<file path="src/rtl/apb4_multislave_master.sv">
// rtl/apb4_multislave_master.sv - APB4 multi-slave requester bridge
// Address-decoded PSEL, back-to-back transfers, wait-state timeout, registered response.
package apb4_multislave_master_pkg;
  typedef enum logic [1:0] {IDLE = 2'd0, SETUP = 2'd1, ACCESS = 2'd2} state_e;
endpackage

module apb4_multislave_master
  import apb4_multislave_master_pkg::*;
#(
  parameter int ADDR_WIDTH = 32,
  parameter int DATA_WIDTH = 32,
  parameter int STRB_WIDTH = DATA_WIDTH / 8,
  parameter int PROT_WIDTH = 3,
  parameter int NUM_SLAVES = 4,
  parameter int SEL_LSB    = 12,
  parameter int TIMEOUT    = 16
) (
  input  logic                             PCLK,
  input  logic                             PRESETn,
  input  logic                             transfer,
  input  logic                             SWRITE,
  input  logic [ADDR_WIDTH-1:0]            SADDR,
  input  logic [DATA_WIDTH-1:0]            SWDATA,
  input  logic [STRB_WIDTH-1:0]            SSTRB,
  input  logic [PROT_WIDTH-1:0]            SPROT,
  output logic                             s_ready,
  output logic [NUM_SLAVES-1:0]            PSEL,
  output logic                             PENABLE,
  output logic                             PWRITE,
  output logic [ADDR_WIDTH-1:0]            PADDR,
  output logic [DATA_WIDTH-1:0]            PWDATA,
  output logic [STRB_WIDTH-1:0]            PSTRB,
  output logic [PROT_WIDTH-1:0]            PPROT,
  input  logic [NUM_SLAVES-1:0]            PREADY,
  input  logic [NUM_SLAVES-1:0]            PSLVERR,
  input  logic [NUM_SLAVES*DATA_WIDTH-1:0] PRDATA,
  output logic                             rsp_valid,
  output logic [DATA_WIDTH-1:0]            rsp_rdata,
  output logic                             rsp_err,
  output state_e                           cs
);
  localparam int SEL_W = (NUM_SLAVES > 1) ? $clog2(NUM_SLAVES) : 1;
  localparam int TW    = (TIMEOUT > 1) ? $clog2(TIMEOUT) : 1;
  localparam logic [TW-1:0]  TMAX = TW'((TIMEOUT > 0) ? TIMEOUT - 1 : 0);
  localparam logic [SEL_W:0] NSL  = (SEL_W + 1)'(NUM_SLAVES);

  state_e                  r_state, w_next;
  logic [SEL_W-1:0]        r_sel, w_idx;
  logic [TW-1:0]           r_tcnt;
  logic                    r_derr_pend;
  logic                    r_pwrite;
  logic [ADDR_WIDTH-1:0]   r_paddr;
  logic [DATA_WIDTH-1:0]   r_pwdata;
  logic [STRB_WIDTH-1:0]   r_pstrb;
  logic [PROT_WIDTH-1:0]   r_pprot;
  logic                    w_pready, w_pslverr, w_timeout, w_done, w_capture, w_derr, w_derr_cap;
  logic [DATA_WIDTH-1:0]   w_prdata;

  assign w_idx  = (NUM_SLAVES > 1) ? SADDR[SEL_LSB +: SEL_W] : '0;
  assign w_derr = ({1'b0, w_idx} >= NSL);

  // Only the selected slave's response lines are ever looked at.
  always_comb begin
    w_pready  = 1'b0;
    w_pslverr = 1'b0;
    w_prdata  = '0;
    for (int i = 0; i < NUM_SLAVES; i++) begin
      if (r_sel == SEL_W'(i)) begin
        w_pready  = PREADY[i];
        w_pslverr = PSLVERR[i];
        w_prdata  = PRDATA[i*DATA_WIDTH +: DATA_WIDTH];
      end
    end
  end

  assign w_timeout  = (TIMEOUT > 0) && (r_state == ACCESS) && !w_pready && (r_tcnt == TMAX);
  assign w_done     = (r_state == ACCESS) && (w_pready || w_timeout);
  assign s_ready    = (r_state == IDLE) || w_done;
  assign w_capture  = transfer && s_ready;
  assign w_derr_cap = w_capture && w_derr;

  always_ff @(posedge PCLK or negedge PRESETn) begin
    if (!PRESETn) r_state <= IDLE;
    else          r_state <= w_next;
  end

  always_comb begin
    w_next  = r_state;
    PSEL    = '0;
    PENABLE = 1'b0;
    case (r_state)
      IDLE:    if (w_capture && !w_derr) w_next = SETUP;
      SETUP:   w_next = ACCESS;
      ACCESS:  if (w_done) w_next = (w_capture && !w_derr) ? SETUP : IDLE;
      default: w_next = IDLE;
    endcase
    if (r_state != IDLE) begin
      for (int i = 0; i < NUM_SLAVES; i++) PSEL[i] = (r_sel == SEL_W'(i));
      PENABLE = (r_state == ACCESS);
    end
  end

  always_ff @(posedge PCLK or negedge PRESETn) begin
    if (!PRESETn) begin
      r_sel       <= '0;
      r_pwrite    <= 1'b0;
      r_paddr     <= '0;
      r_pwdata    <= '0;
      r_pstrb     <= '0;
      r_pprot     <= '0;
      r_tcnt      <= '0;
      r_derr_pend <= 1'b0;
      rsp_valid   <= 1'b0;
      rsp_rdata   <= '0;
      rsp_err     <= 1'b0;
    end else begin
      if (w_capture && !w_derr) begin
        r_sel    <= w_idx;
        r_pwrite <= SWRITE;
        r_paddr  <= SADDR;
        r_pwdata <= SWDATA;
        r_pstrb  <= SWRITE ? SSTRB : '0;
        r_pprot  <= SPROT;
      end
      if (r_state == SETUP) begin
        r_tcnt <= '0;
      end else if (r_state == ACCESS && !w_pready && r_tcnt != TMAX) begin
        r_tcnt <= r_tcnt + 1'b1;
      end
      rsp_valid <= 1'b0;
      // A decode error captured on a completion edge is reported one pulse later.
      if (w_done) begin
        rsp_valid   <= 1'b1;
        rsp_err     <= w_pready ? w_pslverr : 1'b1;
        rsp_rdata   <= (w_pready && !r_pwrite && !w_pslverr) ? w_prdata : '0;
        r_derr_pend <= w_derr_cap;
      end else if (r_derr_pend || w_derr_cap) begin
        rsp_valid   <= 1'b1;
        rsp_err     <= 1'b1;
        rsp_rdata   <= '0;
        r_derr_pend <= r_derr_pend && w_derr_cap;
      end
    end
  end

  assign PWRITE = r_pwrite;
  assign PADDR  = r_paddr;
  assign PWDATA = r_pwdata;
  assign PSTRB  = r_pstrb;
  assign PPROT  = r_pprot;
  assign cs     = r_state;
endmodule

</file>
<file path="config.mk">
export PLATFORM = sky130hd
export DESIGN_NAME = apb4_multislave_master
export DESIGN_NICKNAME = d
export VERILOG_FILES = /design/src/rtl/apb4_multislave_master.sv
export SDC_FILE = /design/constraint.sdc
export NUM_CORES = 1
export LEC_CHECK = 0
export BUFFER_PORTS_ARGS = -buffer_cell sky130_fd_sc_hd__buf_2
export CORE_AREA = 2 2 128 130
export CTS_CLUSTER_SIZE = 40
export DETAILED_ROUTE_END_ITERATION = 10
export DIE_AREA = 0 0 130 132
export GPL_TIMING_DRIVEN = 0
export PLACE_DENSITY_LB_ADDON = 0.12
export SYNTH_ARGS = -nofsm -noshare
export SYNTH_HDL_FRONTEND = slang
export SYNTH_SLANG_ARGS = --single-unit
</file>
<file path="constraint.sdc">
create_clock -name PCLK -period 2.5 [get_ports PCLK]
set_input_delay 0.125 -clock PCLK [delete_from_list [all_inputs] [get_ports PCLK]]
set_output_delay 0.125 -clock PCLK [all_outputs]
set_load 0.02 [all_outputs]
</file>
==> impl_metrics.csv, run 1 <==
group,metric,value,unit
yosys,syn_inst,364,
grt,grt_usage,18.58,%
power_and_ir_drop,power.leakage,0.004110,uW
timing,finalMaxSlewViolations,0,
timing,tightest_slew,0.7514,ns
floorplan,rows,46,
grt,grt_first_pass_wirelength,24870,um
power_and_ir_drop,seq_power_share,33.1,%
cells_and_area,area_delta_synth_final,55.86,%
timing,fin_crit,2.427,ns
run_status,status,"complete, no violations",
route,routed_wl,15940,um
floorplan,die_w,130,um
power_and_ir_drop,p_int,5381,uW
power_and_ir_drop,powerDensity,1100,nW/um^2
grt,grt_max_degree,58,
clock_network,cts_root_buf,"clkbuf_16",
clock_network,clk_pin_slew,0.07,ns
timing,setup_tns,0,ns
power_and_ir_drop,p_sw_share,39.92,%
clock_network,clockBufferDepth,2,
power_and_ir_drop,peakVddDrop,0.0005180,V
setup_path,cpPeakStageDelay,0.34,ns
route,drc,0,
hold_path,hold_path_class,"in2reg",
grt,overflow,0,
timing,setup_viol,0,
timing,period_share,97.08,%
clock_network,htreeDepth,3,
floorplan,initial_core_util,33.23,%
timing,fmax,0.4120,GHz
setup_path,reg2reg_from,"r_sel[0]",
yosys,syn_area,5221,um^2
power_and_ir_drop,post-layout-total-power,8955,uW
yosys,synth-seq-cells,112,
timing,hold_viol_final,0,
setup_path,worstSetupPathType,"reg2out",
grt,grt_pass1_vias,4874,
grt,antenna_found_initial,0,
setup_path,startpoint,"cs[1]",
run,maxCapViolCount,0,
setup_path,crit_required,2.38,ns
route,dr.first_iter.drc_count,139,
timing,maxSlewHeadroom,49.91,%
setup_path,ff2ff_setup_slack,0.17,ns
floorplan,pin_count,325,
cells_and_area,diodes,0,
setup_path,cpMaxStageDelayCell,"dfrtp_1",
clock_network,insertion_delay,0.35,ns
place,port_buffers,324,
setup_path,path_cells,"clkbuf_1 -> nand2b_1 -> buf_4 -> nor3_2 -> a211oi_4 -> clkbuf_4 -> o21ai_0 -> buf_2",
yosys,synth.distinct_cells,32,
floorplan,die-area,17160,um^2
route,dr.pass1.iters,4,
clock_network,cts_sinks,112,
timing,rsz0062_at_grt,"true",
power_and_ir_drop,p_clk_share,16.5,%
timing,skew,0.009097,ns
place,gp_congestion,0.8622,
setup_path,cp_top_family,"buffers and inverters",
setup_path,path_buf_inv,4,
setup_path,end_kind,"primary output",
setup_path,arrival,2.30,ns
cells_and_area,fin_nets,980,
power_and_ir_drop,power_frac_comb,50.4,%
yosys,synthesis.nets,576,
cells_and_area,final_core_util,51.79,%
floorplan,die_h,132,um
yosys,ys_seq_area_share,53.68,%
route,num_vias,4570,
route,avgRoutedWirePerCell,16.12,um
place,dp_slack,0.002842,ns
route,ant_nets,0,
clock_network,cts_tree,"yes",
power_and_ir_drop,switchingPower,3575,uW
setup_path,cp-start-kind,"register",
route,via_per_inst,4.621,
hold_path,min-delay-start,"SADDR[30]",
floorplan,core_area,15710,um^2
place,place_inst,905,
cells_and_area,drive_gt1_share,57.96,%
place,hpwl,12400,um
yosys,synth_area_per_cell,14.34,um^2
cells_and_area,stdcell_count,989,
timing,worst_slack,0.07294,ns
setup_path,crit_fanout,10,
clock_network,numCtsBuffers,9,
yosys,yosys_warnings,0,
timing repair:
item                                   in CTS  in global routing
hold buffers                               63                  0
buffers inserted                            1                  4
gates resized for setup                     3                  7
setup endpoints to repair                   2                 52
endpoints found under the hold margin     117                  0
pin swaps                                   1                  1
cell usage in the layout, fill, tap and decap left out, types with 9 or more instances in the layout:
cell type,count
buf_2,333
clkbuf_16,9
dfrtp_1,112
dlygate4sd3_1,63
inv_1,39
mux2_1,21
mux2_2,48
mux4_2,33
nand2_1,12
o2bb2ai_1,32
registers in the layout (all words and copies together), names as in the netlist:
register   flops
r_sel          1
cs             2
PSTRB          4
PWDATA        32
rsp_err        1
rsp_rdata     32
PPROT          3
PWRITE         1
rsp_valid      1
PADDR         31
r_tcnt         4
power by group through the flow:
stage	Sequential [uW]	Clock, uW	Combinational, uW
floorplan	3900	0	1990
global placement	2950	0	4390
detailed placement	2980	0	4470
CTS	2960	1540	4560
finish	2960	1480	4520
global route	3060	1620	4870
worst paths after layout:
path,to,cells past startpoint
min reg2reg,PSTRB[1],2
min in group asynchronous,PADDR[22],2
min,PADDR[30],2
max in group asynchronous,rsp_rdata[26],3
max reg2reg,PADDR[25],5
max,s_ready,8
metal layers:
| layer | wire (um) | part of all wire, % | up-vias | global-route usage [%] |
|---|---|---|---|---|
| met1 | 6390 | 40 | 2240 | 21.86 |
| met2 | 8144 | 51 | 164 | 32.46 |
| li1 | - | - | 2142 | - |
| met3 | 1015 | 6.4 | 24 | 5.195 |
| met5 | 0 | 0 | - | 0 |
| met4 | 387 | 2.4 | 0 | 6.153 |
metrics by stage:
stage	area, um^2	hold slack, ns
4_1_cts	8102	0.00004347
5_1_grt	8138	0.001022
3_5_place_dp	7143	0.2461
3_3_place_gp	7113	0.3363
6_report	8138	0.01769
2_1_floorplan	5221	-0.1706
layout make-up:
class                   count  area [um^2]
fillers                  1419         7575
plain buffers              25        137.6
inverters                  39        146.4
flip-flops and latches    112         2803
clock buffers              11        242.7
well taps                 216        270.3
multi-input cells         188         2155
clock inverters             5        63.81
repair buffers            393         2320
synthesized netlist by cell type:
cell type | number | area share, %
a211oi_2 | 1 | 0.24
a21oi_1 | 3 | 0.29
a222oi_1 | 1 | 0.19
a32oi_1 | 1 | 0.17
and2_1 | 1 | 0.12
and3_1 | 2 | 0.24
and3b_1 | 1 | 0.17
buf_1 | 2 | 0.14
buf_2 | 11 | 1.1
buf_4 | 2 | 0.29
buf_6 | 2 | 0.43
clkbuf_1 | 8 | 0.58
dfrtp_1 | 112 | 54
ha_1 | 1 | 0.24
inv_1 | 39 | 2.8
mux2_1 | 21 | 4.5
mux2_2 | 48 | 10
mux2i_1 | 3 | 0.58
mux4_2 | 33 | 14
nand2_1 | 12 | 0.86
nand2b_1 | 1 | 0.12
nand3_1 | 2 | 0.19
nand3b_1 | 1 | 0.14
nor2_1 | 2 | 0.14
nor3_1 | 4 | 0.38
nor3b_1 | 3 | 0.43
nor4_1 | 3 | 0.36
o211ai_1 | 2 | 0.29
o21ai_0 | 8 | 0.77
o2bb2ai_1 | 32 | 5.4
o311ai_4 | 1 | 0.50
or3_1 | 1 | 0.12
worst register-to-register path, delay by kind of cell, from the launching register on:
family / cells / cell delay, ns
buffers and inverters: 2 / 0.42
AO/OA/AOI/OAI: 1 / 0.34
multiplexers: 2 / 1.03
flip-flops: 1 / 0.44
kinds of logic after synthesis:
kind of cell,count (synthesis),share of synthesized area (%)
compound gates,49,7.812
flops,112,53.68
simple gates,33,3.283
fa+ha+maj,1,0.2396
mux,105,29.69
buf+inv,64,5.296
Power figures use the tool's default switching activity.
==> run 2, diff against run 1 <==
--- a/config.mk
+++ b/config.mk
@@ -12,6 +12,7 @@
 export DIE_AREA = 0 0 130 132
 export GPL_TIMING_DRIVEN = 0
 export PLACE_DENSITY_LB_ADDON = 0.12
+export REMOVE_ABC_BUFFERS = 1
 export SYNTH_ARGS = -nofsm -noshare
 export SYNTH_HDL_FRONTEND = slang
 export SYNTH_SLANG_ARGS = --single-unit
==> run 2 against run 1 <==
Combinational power increased by 6.9%. Clock-buffer cell count did not move. Design area rose by 1.7%. Via count is 1.1% higher. Cell count shrank 1.1%. Utilization rose by 0.88 points. Non-clock buffer count fell by 10. Flip-flop and latch count is the same.
==> impl_metrics.csv, run 2 (synthesis results as in run 1) <==
group,metric,value,unit
run_status,status,"complete, no violations",
place,hpwl,11690,um
grt,grtUsageMet1,20.52,%
setup_path,worstSetupPathType,"reg2reg",
timing,setup_viol,0,
clock_network,insertion_delay,0.35,ns
grt,overflow,0,
grt,grtUsageMet2,34.09,%
cells_and_area,regArea,2810,um^2
cells_and_area,design_area,8275,um^2
setup_path,crit_fanout,13,
floorplan,pin_count,325,
hold_path,hold_path_class,"in2reg",
grt,grt_first_pass_wirelength,24900,um
cells_and_area,num-fill-cells,1398,
floorplan,rows,46,
power_and_ir_drop,peakVddDrop,0.0005822,V
cells_and_area,mostFrequentLayoutCell,"buf_2",
setup_path,arrival,2.64,ns
place,port_buffers,324,
setup_path,crit_required,2.73,ns
route,avgRoutedWirePerCell,16.92,um
route,drc,0,
timing,skew,0.01111,ns
clock_network,clockBufferDepth,2,
route,routed_wl,16550,um
clock_network,clk_pin_slew,0.08,ns
grt,gr-max-usage-layer,"met2",
power_and_ir_drop,post-layout-total-power,9229,uW
setup_path,cp-start-kind,"register",
route,num_vias,4622,
route,via_per_inst,4.726,
timing,setup_tns,0,ns
run,maxCapViolCount,0,
setup_path,end_kind,"register",
cells_and_area,area_delta_synth_final,58.50,%
clock_network,cts_tree,"yes",
grt,grtUsageMet3,4.505,%
timing,tightest_slew,0.7356,ns
timing,worst_slack,0.09899,ns
route,ant_nets,0,
clock_network,cts_root_buf,"clkbuf_16",
place,placed_cell_area,7157,um^2
grt,grt_max_degree,64,
timing,finalMaxSlewViolations,0,
cells_and_area,fin_nets,970,
cells_and_area,multi_input_area,2168,um^2
power_and_ir_drop,power.leakage,0.004179,uW
floorplan,initial_core_util,33.23,%
timing,fmax,0.4165,GHz
floorplan,die_h,132,um
route,dr.pass1.iters,4,
cells_and_area,drive_gt1_share,58.79,%
floorplan,core_area,15710,um^2
grt,grt_usage,18.69,%
clock_network,numCtsBuffers,9,
timing,rsz0062_at_grt,"false",
setup_path,reg2reg_depth,6,
cells_and_area,layout_common_cells,"buf_2 (323), dfrtp_1 (110), dlygate4sd3_1 (59)",
timing,maxSlewHeadroom,50.58,%
floorplan,die_w,130,um
cells_and_area,diodes,0,
route,dr.first_iter.drc_count,119,
power_and_ir_drop,powerDensity,1115,nW/um^2
timing,period_share,96.04,%
hold_path,hold_depth,2,
floorplan,die-area,17160,um^2
timing,hold_viol_final,0,
grt,antenna_found_initial,0,
place,dp_slack,-1.101,ns
timing,fin_crit,2.401,ns
place,gp_congestion,0.8043,
clock_network,cts_sinks,112,
clock_network,htreeDepth,3,
grt,grt_pass1_vias,5047,
-- run 2: changes by cell type in the layout (fill, tap and decap cells not counted), moves of 2 or more --
cell,delta
buf_12,+4
buf_2,-10
buf_1,-2
dlygate4sd3_1,-4
clkbuf_1,-3
buf_8,+2
dfrtp_4,+2
bufbuf_16,+3
buf_16,+2
dfrtp_1,-2
clkbuf_2,-4
buf_4,+4
-- run 2: path summary, 6_finish.rpt --
kind | to | slack, ns | from
max | PWDATA[6] | 0.1 | r_sel[0]
min | PPROT[1] | 0.01 | SPROT[1]
max reg2reg | PWDATA[6] | 0.1 | r_sel[0]
min reg2reg | PSTRB[1] | 0.48 | PSTRB[1]
max in group asynchronous | PSTRB[2] | 1.51 | PRESETn
min in group asynchronous | rsp_rdata[29] | 0.30 | PRESETn
-- run 2: layout make-up --
| type | instances | share of cell area (%) |
|---|---|---|
| clock buffers | 11 | 2.812 |
| clock inverters | 4 | 0.4536 |
| inverters | 39 | 1.769 |
| multi-input cells | 188 | 26.20 |
| flip-flops and latches | 112 | 33.96 |
| well taps | 216 | 3.266 |
| repair buffers | 408 | 31.54 |
-- run 2: worst max-delay path, stage by stage (launching register included) --
cell	delay [ns]
dfrtp_4	0.49
buf_12	0.13
mux4_2	0.47
o311ai_4	0.38
buf_4	0.19
bufbuf_16	0.27
mux2_2	0.34
-- run 2: repair_timing --
action | in CTS | in global routing
pin swaps | 2 | 1
gates resized for setup | 4 | 1
endpoints found under the hold margin | 107 | 0
hold buffers | 59 | 0
gates cloned | 3 | 0
buffers inserted | 14 | 1
setup endpoints to repair | 108 | 57
-- run 2: report_power, final --
group          switching [uW]  internal, uW
Clock                     669           689
Combinational            2570          2260
Sequential                465          2580
Total                    3700          5530
-- run 2: metrics by stage --
| step | utilization (%) | hold WS [ns] | std cells |
|---|---|---|---|
| after global placement | 44.44 | 0.3369 | 879 |
| after global routing | 52.67 | 0.001396 | 978 |
| after CTS | 52.52 | 0.00008385 | 977 |
| after floorplan | - | -0.1706 | 339 |
| final | 52.67 | 0.01053 | 978 |
| after detailed placement | 45.55 | 0.1212 | 887 |
-- run 2: per-layer routing --
| metal | part of all wire, % | wire length, um |
|---|---|---|
| met1 | 38 | 6357 |
| met4 | 2.7 | 441 |
| met2 | 52 | 8538 |
| met5 | 0 | 0 |
| met3 | 7.3 | 1211 |
==> run 3, diff against run 2 <==
--- a/config.mk
+++ b/config.mk
@@ -10,7 +10,7 @@
 export CTS_CLUSTER_SIZE = 40
 export DETAILED_ROUTE_END_ITERATION = 10
 export DIE_AREA = 0 0 130 132
-export GPL_TIMING_DRIVEN = 0
+export GPL_TIMING_DRIVEN = 1
 export PLACE_DENSITY_LB_ADDON = 0.12
 export REMOVE_ABC_BUFFERS = 1
 export SYNTH_ARGS = -nofsm -noshare
==> run 3 against run 2 <==
Setup slack gained 0.16 ns. Register-to-register slack gained 0.17 ns. Critical path depth shrank 1. Highest routed layer unchanged. Combinational power shrank 8.9%. Fmax grew 7.2%. Critical path type is now reg2out.
==> impl_metrics.csv, run 3 (synthesis results as in run 1) <==
group,metric,value,unit
run_status,status,"complete, no violations",
run,maxCapViolCount,0,
route,drc,0,
power_and_ir_drop,p_int,5391,uW
route,highest_layer,"met4",
route,met1_length,5856,um
hold_path,hold_path_class,"in2reg",
setup_path,crit_fanout,40,
place,gp_congestion,0.7882,
setup_path,cpMaxStageDelayCell,"buf_4",
setup_path,path_buf_inv,2,
route,route.met2.wl,8246,um
route,ant_nets,0,
setup_path,arrival,2.11,ns
setup_path,cp_top_family,"buffers and inverters",
floorplan,core_area,15710,um^2
clock_network,numCtsBuffers,9,
cells_and_area,regArea,2805,um^2
grt,overflow,0,
place,hpwl,11790,um
power_and_ir_drop,peakVddDrop,0.0006501,V
floorplan,die_h,132,um
timing,finalMaxSlewViolations,0,
grt,grt_first_pass_wirelength,24750,um
power_and_ir_drop,p_clk_share,17.5,%
route,routed_wl,15890,um
clock_network,cts_tree,"yes",
cells_and_area,area_delta_synth_final,54.13,%
grt,grt_usage,18.44,%
floorplan,die-area,17160,um^2
clock_network,htreeDepth,3,
power_and_ir_drop,seq_power_share,33.5,%
timing,hold_viol_final,0,
clock_network,ctsResizeCount,0,
timing,rsz0062_at_grt,"false",
floorplan,initial_core_util,33.23,%
timing,setup_viol,0,
floorplan,rows,46,
route,dr.pass1.iters,4,
clock_network,insertion_delay,0.35,ns
cells_and_area,num-fill-cells,1410,
timing,period_share,89.58,%
cells_and_area,final_core_util,51.22,%
power_and_ir_drop,switchingPower,3596,uW
clock_network,cts_root_buf,"clkbuf_16",
grt,grt_max_degree,78,
cells_and_area,mostFrequentLayoutCell,"buf_2",
power_and_ir_drop,power_frac_comb,48.9,%
route,via_per_inst,4.695,
power_and_ir_drop,powerDensity,1117,nW/um^2
timing,fmax,0.4465,GHz
power_and_ir_drop,post-layout-total-power,8987,uW
power_and_ir_drop,power.leakage,0.004051,uW
setup_path,crit_required,2.38,ns
timing,skew,0.006687,ns
timing,fin_crit,2.240,ns
setup_path,cp-start-kind,"register",
route,avgRoutedWirePerCell,16.48,um
place,port_buffers,324,
setup_path,path_cells,"buf_4 -> nor3_1 -> a211oi_4 -> o21ai_0 -> buf_2",
setup_path,ff2ff_setup_slack,0.27,ns
setup_path,worstSetupPathType,"reg2out",
clock_network,clk_pin_slew,0.07,ns
cells_and_area,multi_input_area,2157,um^2
setup_path,end_kind,"primary output",
cells_and_area,drive_gt1_share,57.75,%
route,met3WireLength,1258,um
cells_and_area,fin_nets,955,
floorplan,pin_count,325,
cells_and_area,layout_common_cells,"buf_2 (323), dfrtp_1 (110), dlygate4sd3_1 (63)",
grt,grt_pass1_vias,4961,
cells_and_area,diodes,0,
route,dr.first_iter.drc_count,112,
power_and_ir_drop,p_sw_share,40.01,%
grt,antenna_found_initial,0,
timing,maxSlewHeadroom,53.19,%
clock_network,cts_sinks,112,
timing,tightest_slew,0.7021,ns
clock_network,clockBufferDepth,2,
floorplan,die_w,130,um
route,num_vias,4526,
setup_path,cpPeakStageDelay,0.56,ns
run 3: changes by cell type in the layout (fill, tap and decap cells not counted), sizes merged:
cell         previous run  this run
bufinv                  0         2
inv                    42        40
clkinvlp                0         1
clkbuf                 11         9
buf                   346       330
clkinv                  1         3
bufbuf                  3         0
dlygate4sd3            59        63
run 3: routing by layer:
layer,GRT usage [%],vias to the layer above
met1,19.62,2192
met2,33.60,209
met5,0,-
li1,-,2092
met4,8.662,0
met3,4.667,33
run 3: layout make-up:
type	count	share of cell area, %
flip-flops and latches	112	34.86
repair buffers	393	29.04
multi-input cells	188	26.80
well taps	216	3.358
clock buffers	9	2.799
inverters	39	1.819
clock inverters	7	1.322
run 3: metrics by stage:
stage                     area [um^2]  TNS [ns]  setup slack (ns)  hold WS, ns  cells
after global routing             8048         0           0.05598     0.006981    964
after CTS                        8048         0            0.1596    0.0005913    964
after global placement           7086         0            0.3354       0.1218    885
after floorplan                  5091   -207.61            -2.353      -0.1706    339
final                            8048         0            0.2604      0.01753    964
after detailed placement         7086         0            0.2669       0.1304    885
run 3: path summary, 6_finish.rpt:
check                                     end  depth (start not counted)     startpoint
worst max-delay path                  s_ready                          5       r_sel[0]
worst min-delay path               PWDATA[15]                          2     SWDATA[15]
worst max register to register     PWDATA[12]                          4      PADDR[13]
worst min register to register  rsp_rdata[10]                          1  rsp_rdata[10]
max in group asynchronous       rsp_rdata[19]                          3        PRESETn
min in group asynchronous        rsp_rdata[5]                          2        PRESETn
run 3: power by group through the flow:
stage	sequential, uW	combinational (uW)	clock, uW
2_1_floorplan	4110	1730	0
3_3_place_gp	3020	4310	0
3_5_place_dp	3030	4390	0
4_1_cts	3010	4470	1640
5_1_grt	3120	4720	1700
6_report	3010	4400	1580
run 3: what timing repair did:
action                                 4_1_cts  5_1_grt
hold buffers                                63        0
setup buffers                                0        0
endpoints found under the hold margin       98        0
